<file path="config.mk">
export PLATFORM = sky130hd
export DESIGN_NAME = servo_pwm_bank
export DESIGN_NICKNAME = d
export VERILOG_FILES = /design/src/rtl/servo_pwm_bank.sv
export SDC_FILE = /design/constraint.sdc
export NUM_CORES = 1
export LEC_CHECK = 0
export ABC_AREA = 0
export ABC_CLOCK_PERIOD_IN_PS = 2450
export CORE_MARGIN = 5
export CORE_UTILIZATION = 29
export DETAILED_ROUTE_END_ITERATION = 10
export HOLD_SLACK_MARGIN = 0.08
export PLACE_DENSITY = 0.42
export SYNTH_ARGS = -nofsm -noshare
export SYNTH_HDL_FRONTEND = slang
export SYNTH_SLANG_ARGS = --single-unit
export TNS_END_PERCENT = 10
</file>
<file path="constraint.sdc">
create_clock -name clk_100kHz -period 2.45 [get_ports clk_100kHz]
set_input_delay 0.49 -clock clk_100kHz [delete_from_list [all_inputs] [get_ports clk_100kHz]]
set_output_delay 0.49 -clock clk_100kHz [all_outputs]
set_load 0.1 [all_outputs]
</file>
<file path="src/rtl/servo_pwm_bank.sv">
// Multi-channel servo PWM bank: one shared frame counter, angles committed at frame end.
// Define SERVO_SLEW_EN to limit each channel's angle change to SLEW_STEP per frame.
`timescale 1ns/1ps
module servo_pwm_bank #(
  parameter int NUM_CH    = 4,
  parameter int ANG_W     = 8,
  parameter int PERIOD    = 2000,
  parameter int PULSE_OFS = 100,
  parameter int RESET_ANG = 128,
  parameter int SLEW_STEP = 4,
  localparam int CH_W  = (NUM_CH > 1) ? $clog2(NUM_CH) : 1,
  localparam int CNT_W = $clog2(PERIOD)
) (
  input  logic              clk_100kHz,
  input  logic              rst,
  input  logic              wr_valid,
  output logic              wr_ready,
  input  logic [CH_W-1:0]   wr_ch,
  input  logic [ANG_W-1:0]  wr_angle,
  output logic [NUM_CH-1:0] pwm,
  output logic              frame_tick,
  output logic              err
);

  logic [CNT_W-1:0] cnt;
  logic [ANG_W-1:0] tgt [NUM_CH];
  logic [ANG_W-1:0] cur [NUM_CH];
  logic [ANG_W-1:0] nxt [NUM_CH];
  logic             last;
  logic             accept;
  logic             bad_ch;

  assign last   = cnt == CNT_W'(PERIOD - 1);
  assign accept = wr_valid & wr_ready;
  assign bad_ch = {1'b0, wr_ch} >= (CH_W + 1)'(NUM_CH);

`ifdef SERVO_SLEW_EN
  localparam logic [ANG_W-1:0] STEP = ANG_W'(SLEW_STEP);

  // Step toward the target without ever overshooting it.
  always_comb begin
    for (int i = 0; i < NUM_CH; i++) begin
      nxt[i] = cur[i];
      if (tgt[i] > cur[i]) begin
        if (tgt[i] - cur[i] > STEP)
          nxt[i] = cur[i] + STEP;
        else
          nxt[i] = tgt[i];
      end else if (tgt[i] < cur[i]) begin
        if (cur[i] - tgt[i] > STEP)
          nxt[i] = cur[i] - STEP;
        else
          nxt[i] = tgt[i];
      end
    end
  end
`else
  always_comb begin
    for (int i = 0; i < NUM_CH; i++)
      nxt[i] = tgt[i];
  end
`endif

  always_ff @(posedge clk_100kHz or posedge rst) begin
    if (rst) begin
      cnt        <= '0;
      pwm        <= '0;
      frame_tick <= 1'b0;
      err        <= 1'b0;
      wr_ready   <= 1'b0;
      for (int i = 0; i < NUM_CH; i++) begin
        tgt[i] <= ANG_W'(RESET_ANG);
        cur[i] <= ANG_W'(RESET_ANG);
      end
    end else begin
      cnt        <= last ? '0 : cnt + 1'b1;
      frame_tick <= last;
      // Ready drops for exactly the commit cycle.
      wr_ready   <= cnt != CNT_W'(PERIOD - 2);
      for (int i = 0; i < NUM_CH; i++)
        pwm[i] <= cnt < CNT_W'(PULSE_OFS) + CNT_W'(cur[i]);
      if (last) begin
        for (int i = 0; i < NUM_CH; i++)
          cur[i] <= nxt[i];
      end
      if (accept) begin
        if (bad_ch)
          err <= 1'b1;
        for (int i = 0; i < NUM_CH; i++)
          if (wr_ch == CH_W'(i))
            tgt[i] <= wr_angle;
      end
    end
  end

endmodule

</file>
==> impl.org, run 1 <==
** Routing
- After detailed routing, the number of remaining DRC violations is 0.
- Via count :: 2648
- After the first detailed-routing iteration, the DRC count stood at 104.
- After detailed routing, the average wire length per cell comes to 17.0 um.
- The detail route stage leaves a number of antenna-violating nets equal to 0.
- Via-per-instance ratio :: 4.79
- The pre-antenna-repair detailed-routing pass consisted of 4 iterations.
- The routed design has 9410 um of wire.

** Synthesis
- The number of nets in the synthesized netlist is 386.
- Post-synthesis register bit count :: 81
- Yosys warns :: 0
- Cell types occupying the most area after synthesis :: dfrtp_1, mux2_2, ha_1, dfstp_2, mux2_4
- Synthesis handed over a netlist of 335 instances.
- Yosys cell types :: 46
- Library cell occupying the most area in the post-synthesis netlist :: dfrtp_1
- Number of synthesized flops with an enable pin :: 0
- List of most frequent post-synthesis cells :: dfrtp_1, mux2_2, ha_1
- Synthesized cell area :: approximately 4200 um2
- Asr flop ratio synth :: 1.00
- Each instance of the synthesized netlist takes up on average between 10 and 15 um2.
- Fraction of post-synthesis cell area in the top cell type by area :: 0.431
- Among all flip-flop cells after synthesis, the most frequent one is dfrtp_1.
- Library cell with the highest instance count after synthesis :: dfrtp_1
- Register area share after synthesis :: 0.481

** Worst setup path
- The critical path goes through and3_2 > nand3_2 > nor3_4 > buf_12 > mux2_2.
- STA puts the critical path data arrival time at between 2 and 2.5 ns.
- The startpoint identified for the worst register-to-register timing path is cnt[6].
- Cell family contributing the most delay on the critical path :: simple AND/OR/NAND/NOR gates
- Counting cells, the worst reg-to-reg path comes to 5.
- Together, buffers and inverters on the worst path number 1.
- Worst path required time :: 2.68 ns
- The slowest stage of the critical path is the dfrtp_1 cell.
- Crit path kind :: reg -> reg
- Sort of element at the end of the critical path :: flop
- Sort of element at the start of the critical path :: flop
- The largest single stage delay on the critical path is approximately 0.54 ns.
- Reg-to-reg setup timing slack :: 0.49 ns
- In this run the worst path has a maximum fanout of 35.
- Worst R2R End :: cur[26]

** Global routing
- The first global-routing pass estimated 15500 um of wire.
- Maximum number of pins on one net before global-route repair :: 82
- Tot GR Track Use :: 0.123
- The number of antenna violations at the first check in global routing came to 0.
- Number of global-route vias before repair :: 2751
- The total overflow left after global routing is 0.

** Power and ir drop
- The worst-case IR drop observed on VDD is 322 uV.
- In this run the static leakage power is roughly 2.2 nW.
- Power density of the placed cells :: 644 nW/um2

** Clocking
- TritonCTS built the clock tree.
- CTS placed an instance of clkbuf_16 at the clock tree root.
- TritonCTS Buffers :: 9
- Number of setup buffers added after CTS :: 0
- Total clock sinks :: 81
- The H-tree was split into 3 levels.
- Clock-pin slew was measured on the worst setup and hold paths at 0.06 ns.
- Post-CTS repair changed the size of 0 cells.
- After clock tree synthesis, the flow added hold-fix buffers numbering 0.
- CTS Buffer Depth :: 2
- Clock latency on the worst-skew pair, taken at its later pin, is 0.34 ns.

** Layout
- In the final layout, the multi-input gates occupy approximately 2100 um2.
- The number of antenna diodes in the final layout is 0.
- Syn-to-layout area delta :: 18.2%
- Area of all sequential standard cells :: 2040 um2
- In the final layout, the share of cells above drive strength 1 is 0.287.
- After the last flow step, the layout net total stands at approximately 420.
- Post-route core utilization :: 0.347
- Fillers :: 1450

** Timing
- For this run, the top clock speed supported by timing is 0.509 GHz.
- Worst slew margin :: 0.554
- For the finished layout, the period the worst path requires is slightly below 2 ns.
- After routing, the total negative slack on setup checks comes to 0 ns.
- Final hold vios :: 0
- Final critical-path share of the clock period :: 0.802
- The final count of pins violating max slew came to 0.
- At the pin with the least slew margin, the transition time is 0.669 ns.
- For the final database, setup skew stands at 0.00736 ns.
- Final worst-path setup slack :: 0.486 ns
- Setup violations remaining at the end of the flow were counted as 0.
- Setup repair after global routing left no endpoint under its margin.

** Placed design
- The congestion estimate from routability-driven global placement came to around 0.73.
- Timing analysis after detailed placement gives a worst setup slack of around 0.44 ns.
- Once detailed placement completed, the half-perimeter wirelength came to 6590 um.
- The count of buffers added on input and output ports is 18.

** Worst hold path
- The worst hold path terminates at cur[14].
- Counting instances, the worst hold path has a depth of 1.
- Worst min-delay path startpoint :: nxt[14]
- The worst hold path belongs to the class reg -> reg.

** Floorplanning
- The die is about 130 um tall.
- 20 I/O pins were placed.
- The floorplan has 44 rows.
- Std-Cell Core Area :: 14400 um2
- Area of the die :: 17100 um2
- For this configuration, the core starts out at a cell density of 0.294.
- Die width :: 131 um

** Outcome
- Result of the run :: finished clean

** Flow run
- MaxCap Viol Count :: 0
==> cells in the final DEF (no fill, tap or decap), drive strengths merged <==
cell,n
mux2,64
buf,15
clkbuf,11
or2,2
o32ai,4
o21a,4
o41ai,1
a21oi,6
nand3,8
bufinv,3
and4,1
nor2b,3
o22ai,1
nor3b,5
xnor2,14
dfstp,8
and3,2
dfrtp,73
o22a,1
a21bo,1
a311o,1
o21ai,9
mux2i,1
a211oi,8
nand4,8
clkdlybuf4s50,12
xor2,6
inv,12
ha,38
conb,1
and2,1
nand4b,1
nand3b,1
o311ai,1
nor4,5
nand2b,8
nor3,7
clkinvlp,1
nor2,10
nand2,11
==> flip-flops by register name, summed over array words and instances (netlist names) <==
name and cells:
wr_ready 1, frame_tick 1, cur 32, cnt 11, pwm 4, nxt 32
==> metrics by stage <==
step                hold slack [ns]  instance area (um2)  instances  power, mW
floorplan                     0.459                 4240        335       1.63
global placement              0.471                 4680        539       1.70
detailed placement            0.476                 4680        539       1.71
CTS                           0.488                 5010        553       3.27
global route                  0.505                 5010        553       3.36
finish                        0.485                 5010        553       3.22
==> worst max-delay path by stage <==
stage	slack, ns	startpoint	endpoint	cells past startpoint
after floorplan	0.44	wr_ready	nxt[24]	3
after global placement	0.46	wr_ch[1]	nxt[0]	3
after detailed placement	0.44	wr_ch[1]	nxt[0]	3
after CTS	0.47	cnt[6]	cur[26]	5
after global routing	0.36	cnt[6]	cur[20]	5
final	0.49	cnt[6]	cur[26]	5
==> cell families (layout without fill, tap and decap cells) <==
| group | count (synthesis) | count (layout) | share of synthesized area |
|---|---|---|---|
| muxes | 65 | 65 | 0.181 |
| other | 1 | 1 | 0.000885 |
| and+or+nand+nor | 73 | 73 | 0.0998 |
| DFF | 81 | 81 | 0.481 |
| buffers and inverters | 20 | 54 | 0.0242 |
| AOI/OAI and AO/OA | 37 | 37 | 0.0596 |
| adders and majority gates | 38 | 38 | 0.112 |
| xor gates and xnor gates | 20 | 20 | 0.0413 |
==> metal layers <==
metal / routed length, um / vias to the layer above / track usage
met5: 0 / - / 0
met4: 201 / 0 / 0.0508
met3: 264 / 16 / 0.0297
met2: 4410 / 25 / 0.195
met1: 4530 / 1318 / 0.160
li1: - / 1289 / -
==> power by group <==
part / total [mW] / internal (mW) / leakage (nW) / switching [mW]
clock network: 1.54 / 1.01 / 0.162 / 0.531
registers: 1.49 / 1.45 / 1.00 / 0.0473
logic: 0.185 / 0.103 / 1.04 / 0.0820
total: 3.22 / 2.56 / 2.21 / 0.661
==> worst reg2reg max path, cell delays in order, from the launching register on <==
cell	delay (ns)
dfrtp_1	0.54
and3_2	0.30
nand3_2	0.12
nor3_4	0.22
buf_12	0.26
mux2_2	0.41
==> layout make-up <==
type	count	share of cell area
multi-input combinational	234	0.419
timing repair buffer	27	0.0515
clock inverter	3	0.0180
clock buffer	11	0.0485
inverter	13	0.0105
tap	184	0.0460
sequential	81	0.407
(Power assumes the default switching activity.)
==> inputs of run 2 (changes only) <==
Settings changed: ABC_CLOCK_PERIOD_IN_PS 2450 to 1700.
Clock period 2.45 ns to 1.7 ns, I/O delays scaled along.
==> impl.org, run 2 (synthesis gave the netlist of run 1 again) <==
** Floorplanning
- Area of the die :: 17100 um2 (unchanged)
- Die Ht :: 131 um (unchanged)
- Number of top-level pins :: 20 (unchanged)
- Die width :: 131 um (unchanged)
- Std-Cell Core Area :: 14400 um2 (unchanged)
- The site row count is 44 (unchanged).
- Initial Util :: 0.294 (unchanged)

** Timing
- Unrepaired setup endpoints after global routing :: yes (was no)
- Final Max Slew Viols :: 0 (unchanged)
- Final hold vios :: 0 (unchanged)
- Final critical-path share of the clock period :: 1.02 (was 0.802)
- Final count of negative-setup-slack endpoints :: 2 (was 0)
- The fmax was 0.574 GHz (was 0.509 GHz).
- Largest clock skew in the final design :: 0.00859 ns (was 0.00736 ns)
- The post-route minimum period was 1.74 ns (was 1.96 ns).
- Final worst-path setup slack :: -0.0411 ns (was 0.486 ns)

** Layout
- Area of all sequential standard cells :: 2040 um2 (about the same)
- The post-route core utilization was 0.382 (was 0.347).
- Fillers :: 1430 (was 1450)
- The number of nets in the layout is 452 (was 417).
- Non-filler instance count after layout :: 590 (was 553)
- Multi-input logic area :: 2250 um2 (was 2100 um2)
- Number of diodes :: 0 (unchanged)
- The most frequent standard cell in the layout excluding fill and tap cells is dfrtp_1 (unchanged).
- Fraction of layout instances using a drive strength above 1 :: 0.421 (was 0.287)
- The area added between synthesis and finish came to 29.9% (was 18.2%).
- Most frequent cells in the layout: dfrtp_1, mux2_2, buf_4 (was dfrtp_1, mux2_2, ha_1).
- The total non-filler cell area in the finished layout came to 5510 um2 (was 5010 um2).

** Routing
- Via-per-instance ratio :: 4.75 (was 4.79)
- The uppermost layer routed is met4 (unchanged).
- Detailed-routed wire length on met2 :: 4950 um (was 4410 um)
- The initial detailed-routing violation count came to 96 (was 104).
- The final wirelength came to 9950 um (was 9410 um).
- Number of detailed-route iterations in the first pass :: 4 (unchanged)
- Via count :: 2800 (was 2648)
- The routed wirelength normalized by instance count came to 16.9 um (was 17.0 um).
- The met1 layer wirelength in the final routing was 4610 um (was 4530 um).
- Total met3 wirelength after detailed routing :: 277 um (was 264 um)
- Detailed-route DRC error count :: 0 (unchanged)
- Final antenna-violating net count :: 0 (unchanged)

** Placed design
- The number of input and output port buffers inserted came to 18 (unchanged).
- The worst slack after detailed placement came to -0.246 ns (was 0.436 ns).
- The placer congestion estimate was 0.759 (was 0.727).
- Cell count after placement :: 572 (was 539)
- The placed cell area was 5050 um2 (was 4680 um2).
- Detailed placement HPWL :: 7150 um (was 6590 um)

** Clocking
- Worst skew pair latency :: 0.34 ns (about the same)
- H-tree level count :: 3 (unchanged)
- The maximum buffer depth of the clock tree is 2 (unchanged).
- TritonCTS Buffers :: 9 (unchanged)
- The root buffer cell is clkbuf_16 (unchanged).
- Total clock sinks :: 81 (unchanged)
- Clock Pin Slew Worst Setup and Hold Paths :: 0.06 ns (about the same)
- The TritonCTS clock tree was yes (unchanged).

** Outcome
- Result of the run: finished, violations left (was finished clean).
- Failing checks :: negative setup slack

** Worst setup path
- Reg-to-reg critical path startpoint :: cur[11] (was cnt[6])
- CP Cell Sequence: ha_2 > a21oi_2 > xnor2_1 > ha_1 > nand4_1 > nor3_2 > o32ai_2 (was and3_2 > nand3_2 > nor3_4 > buf_12 > mux2_2).
- Crit path kind :: reg -> reg (unchanged)
- Max Fanout on Critical Path :: 3 (was 35)
- CP peak stage delay :: 0.45 ns (was 0.54 ns)
- The standard cell with the maximum stage delay on the critical path is dfrtp_2 (was dfrtp_1).
- The arrival time of data at the critical path endpoint came to 1.95 ns (was 2.19 ns).
- The capturing point of the worst reg2reg path was pwm[2] (was cur[26]).
- Reg-to-reg setup timing slack :: -0.04 ns (was 0.49 ns)
- Sort of element at the end of the critical path :: flop (unchanged)
- The required time reported for the critical path endpoint was 1.91 ns (was 2.68 ns).
- The logic depth of the worst register-to-register path is 7 (was 5).
- Sort of element at the start of the critical path :: flop (unchanged)

** Power and ir drop
- The maximum ir drop on the vdd rail is 496 uV (was 322 uV).
- Static leakage :: 2.43 nW (was 2.21 nW)
- Total power after layout :: 4.38 mW (was 3.22 mW)
- The power per cell area was 795 nW/um2 (was 644 nW/um2).

** Global routing
- First-pass GRT wire length :: 16400 um (was 15500 um)
- The maximum number of pins on one net before global-route repair was 65 (was 82).
- Remaining global-route overflow :: 0 (unchanged)
- The aggregate global-route resource usage was 0.129 (was 0.123).
- Number of global-route vias before repair :: 3013 (was 2751)
- The number of antenna violations at the first check in global routing is 0 (unchanged).

** Worst hold path
- Kind of path behind the tightest hold check :: in -> async (was reg -> reg)

** Flow run
- The max-cap check violation count was 0 (unchanged).
run 2: layout make-up:
cell class | count | share of cell area
Clock inverter | 4 | 0.00977
Multi-Input combinational cell | 234 | 0.408
Tap cell | 184 | 0.0418
Sequential cell | 81 | 0.370
Timing Repair Buffer | 62 | 0.117
Clock buffer | 12 | 0.0430
Inverter | 13 | 0.00955
run 2: how the worst max path moves through the flow:
stage / from / endpoint / slack, ns
final: cur[11] / pwm[2] / -0.04
after global routing: cur[11] / pwm[2] / -0.15
after CTS: cur[11] / pwm[2] / -0.07
after detailed placement: cur[11] / pwm[2] / -0.25
after global placement: cur[11] / pwm[2] / -0.25
after floorplan: wr_ready / nxt[24] / -0.31
run 2: through the flow:
step | hold slack, ns | TNS [ns]
after detailed placement | 0.481 | -0.932
after CTS | 0.419 | -0.117
final | 0.422 | -0.0526
after global routing | 0.444 | -0.743
after floorplan | 0.459 | -10.11
after global placement | 0.472 | -0.702
run 2: worst max-delay path: cells and delay by family, from the launching register on:
| kind | cells | cell delay [ns] |
|---|---|---|
| fa+ha+maj | 2 | 0.50 |
| flops | 1 | 0.45 |
| compound gates | 2 | 0.29 |
| simple gates | 2 | 0.27 |
| xor+xnor | 1 | 0.09 |
run 2: power breakdown:
group          internal (mW)  switching (mW)
sequential              2.09          0.0720
combinational          0.163           0.120
clock                   1.14           0.796
total                   3.39           0.988
run 2: repair_timing:
item                                    4_1_cts  5_1_grt
endpoints found under the setup margin       26       26
buffers inserted                              1        1
endpoints found under the hold margin         0        0
pin swaps                                    13        4
hold buffers                                  0        0
resized for setup                            23       13
run 2: layer usage:
metal	global-route usage	up-vias
met5	0	-
met4	0.0327	0
met3	0.0386	5
met2	0.216	28
met1	0.163	1406
li1	-	1361
==> inputs of run 3 (changes only) <==
Settings changed: CORE_ASPECT_RATIO set to 1.1, GPL_TIMING_DRIVEN set to 0.
==> impl.org, run 3 (synthesis gave the netlist of run 1 again) <==
** Outcome
- Result of the run: finished, violations left (unchanged).
- Failing checks :: negative setup slack (unchanged)

** Layout
- The area added between synthesis and finish is 27.8% (was 29.9%).
- The most frequent standard cell in the layout excluding fill and tap cells was dfrtp_1 (unchanged).
- The number of nets in the layout was 430 (was 452).
- Number of diodes :: 0 (unchanged)
- Layout Cell Area excl Fill :: 5420 um2 (was 5510 um2)
- Most frequent cells in the layout: dfrtp_1, mux2_2, ha_1 (was dfrtp_1, mux2_2, buf_4).
- Fraction of layout instances using a drive strength above 1 :: 0.417 (was 0.421)
- The post-route core utilization is 0.376 (was 0.382).
- The number of standard cells in the final layout excluding fillers is 576 (was 590).

** Global routing
- The via count of the first global-routing pass was 2805 (was 3013).
- The first-pass GRT wire length is 15900 um (was 16400 um).
- The met3 capacity usage during global routing came to 0.0187 (was 0.0386).
- Most utilized layer in the global route result :: met2 (unchanged)
- Maximum number of pins on one net before global-route repair :: 39 (was 65)
- Tot GR Track Use :: 0.124 (was 0.129)
- Antenna violations before repair :: 0 (unchanged)
- Remaining global-route overflow :: 0 (unchanged)
- Met1 track utilization from global routing :: 0.169 (was 0.163)
- The met2 usage was 0.186 (was 0.216).

** Timing
- Final critical-path share of the clock period :: 1.03 (was 1.02)
- The post-route minimum period came to 1.76 ns (was 1.74 ns).
- The worst hold slack across all endpoints was 0.324 ns (was 0.422 ns).
- Measured against its own limit, the worst slew margin works out to 0.583.
- Final count of negative-setup-slack endpoints :: 3 (was 2)
- The fmax was 0.569 GHz (was 0.574 GHz).
- Final hold vios :: 0 (unchanged)
- Largest clock skew in the final design :: 0.00388 ns (was 0.00859 ns)
- The final count of pins violating max slew was 0 (unchanged).
- Final worst-path setup slack :: -0.0582 ns (was -0.0411 ns)
- For the pin with the worst max-slew slack, the measured transition is 0.625 ns.
- The total negative slack came to -0.125 ns (was -0.0526 ns).
- Unrepaired setup endpoints after global routing: yes (unchanged).

** Worst setup path
- The element type at the critical path start was a flop (unchanged).
- The capturing point of the worst reg2reg path is pwm[0] (was pwm[2]).
- The logic depth of the worst register-to-register path is 7 (unchanged).
- Crit path kind :: reg -> reg (unchanged)
- The arrival time of data at the critical path endpoint came to 1.96 ns (was 1.95 ns).
- Reg-to-reg critical path startpoint :: cur[27] (was cur[11])
- CP peak stage delay :: 0.45 ns (about the same)
- Sort of element at the end of the critical path :: flop (unchanged)
- The required time reported for the critical path endpoint was 1.90 ns (was 1.91 ns).
- The standard cell with the maximum stage delay on the critical path is dfrtp_2 (unchanged).
- Max Fanout on Critical Path :: 3 (unchanged)
- Reg-to-reg setup timing slack :: -0.06 ns (was -0.04 ns)
- CP Cell Sequence :: ha_4 > a21oi_4 > xnor2_1 > ha_1 > nand4_1 > nor3_2 > o32ai_2 (was ha_2 > a21oi_2 > xnor2_1 > ha_1 > nand4_1 > nor3_2 > o32ai_2)

** Routing
- The final wirelength was 9800 um (was 9950 um).
- The number of vias per cell was 4.69 (was 4.75).
- The overall via count from detail_route is 2704 (was 2800).
- The detailed-route DRC error count is 0 (unchanged).
- Final antenna-violating net count :: 0 (unchanged)
- The initial detailed-routing violation count came to 107 (was 96).
- Number of detailed-route iterations in the first pass :: 4 (unchanged)
- The routed wirelength normalized by instance count was 17.0 um (was 16.9 um).

** Floorplanning
- The site row count is 46 (was 44).
- The number of ports placed on the die boundary is 20 (unchanged).
- The width of the die is 125 um (was 131 um).
- The initial cell density of the core is 0.295 (was 0.294).
- The area inside the core boundary came to 14400 um2 (about the same).
- Die Ht :: 137 um (was 131 um)
- Area of the die :: 17100 um2 (about the same)

** Power and ir drop
- The power per cell area was 826 nW/um2 (was 795 nW/um2).
- The share of power burned in combinational logic came to 0.061 (was 0.065).
- The reported net switching power was 949 uW (was 988 uW).
- The clock share of power was 0.457 (was 0.443).
- Switching Fraction :: 0.212 (was 0.226)
- The fraction of power consumed by sequential logic is 0.482 (was 0.493).
- The leakage power is 2.27 nW (was 2.43 nW).
- The internal power contribution is 3.53 mW (was 3.39 mW).
- Total power after layout :: 4.48 mW (was 4.38 mW)
- Worst ir drop on vdd :: 395 uV (was 496 uV)

** Placed design
- The number of placed cells counting well taps is 547 (was 572).
- Count of buffers inserted at the top-level ports :: 18 (unchanged)
- Detailed placement HPWL :: 6780 um (was 7150 um)
- The placer congestion estimate is 0.757 (was 0.759).
- Dpl cell area :: 4700 um2 (was 5050 um2)
- The worst slack after detailed placement came to -0.632 ns (was -0.246 ns).

** Clocking
- The quantity of hold-fixing buffers added after cts came to 0 (unchanged).
- The sink count of the clock tree is 81 (unchanged).
- H-tree level count :: 3 (unchanged)
- The clock network latency to the later pin of the worst-skew pair came to 0.34 ns (about the same).
- TritonCTS Buffers :: 9 (unchanged)
- CTS Buffer Depth :: 2 (unchanged)
- The clock-pin transition on the worst setup and hold timing paths came to 0.06 ns (about the same).
- The root buffer cell is clkbuf_16 (unchanged).
- Clock tree from TritonCTS :: yes (unchanged)

** Flow run
- MaxCap Viol Count :: 0 (unchanged)

** Worst hold path
- Kind of path behind the tightest hold check :: in -> async (unchanged)
-- run 3: cell types whose count changed in the layout (fill, tap and decap cells not counted), moves of 6 or more --
cell | previous run | this run
mux2_2 | 51 | 43
buf_4 | 38 | 12
dfrtp_2 | 2 | 16
mux2_4 | 10 | 21
buf_12 | 12 | 5
clkdlybuf4s15_2 | 0 | 6
dfrtp_1 | 71 | 57
-- run 3: timing repair --
action	in CTS	in global routing
gates resized for setup	48	42
endpoints found under the hold margin	0	0
cloned	1	0
setup endpoints to repair	54	46
pin swaps	7	14
setup buffers	8	5
-- run 3: power groups by stage --
stage / Combinational [mW] / Sequential, mW / Clock (mW)
after detailed placement: 0.278 / 2.19 / 0
after global placement: 0.259 / 2.19 / 0
after CTS: 0.280 / 2.16 / 2.12
final: 0.272 / 2.16 / 2.05
after floorplan: 0.188 / 2.16 / 0
after global routing: 0.304 / 2.18 / 2.20
-- run 3: area by class of cell --
type	instances	area [um2]
plain buffers	6	70.1
clock buffers	13	240
repair buffers	34	353
clock inverters	3	65.1
well taps	192	240
inverters	13	52.6
multi-input cells	234	2340
fillers	1432	8970
flip-flops and latches	81	2060
-- run 3: per-layer routing --
layer | wire [um] | part of all wire | up-vias
li1 | - | - | 1315
met1 | 5030 | 0.51 | 1339
met2 | 4280 | 0.44 | 32
met3 | 192 | 0.020 | 18
met4 | 299 | 0.031 | 0
met5 | 0 | 0 | -
-- run 3: worst max path at each step --
stage / from / to / slack, ns / depth (start not counted)
floorplan: wr_ready / nxt[24] / -0.31 / 3
global placement: cnt[1] / cur[2] / -0.62 / 5
detailed placement: cnt[1] / cur[3] / -0.63 / 5
CTS: cur[2] / pwm[3] / -0.14 / 7
global route: cur[26] / pwm[0] / -0.16 / 7
finish: cur[27] / pwm[0] / -0.06 / 7
-- run 3: critical path: cells and delay by family (launching register included) --
family          cells  cell delay, ns
flops               1            0.45
simple gates        2            0.34
compound gates      2            0.25
xor+xnor            1            0.08
fa+ha+maj           2            0.49
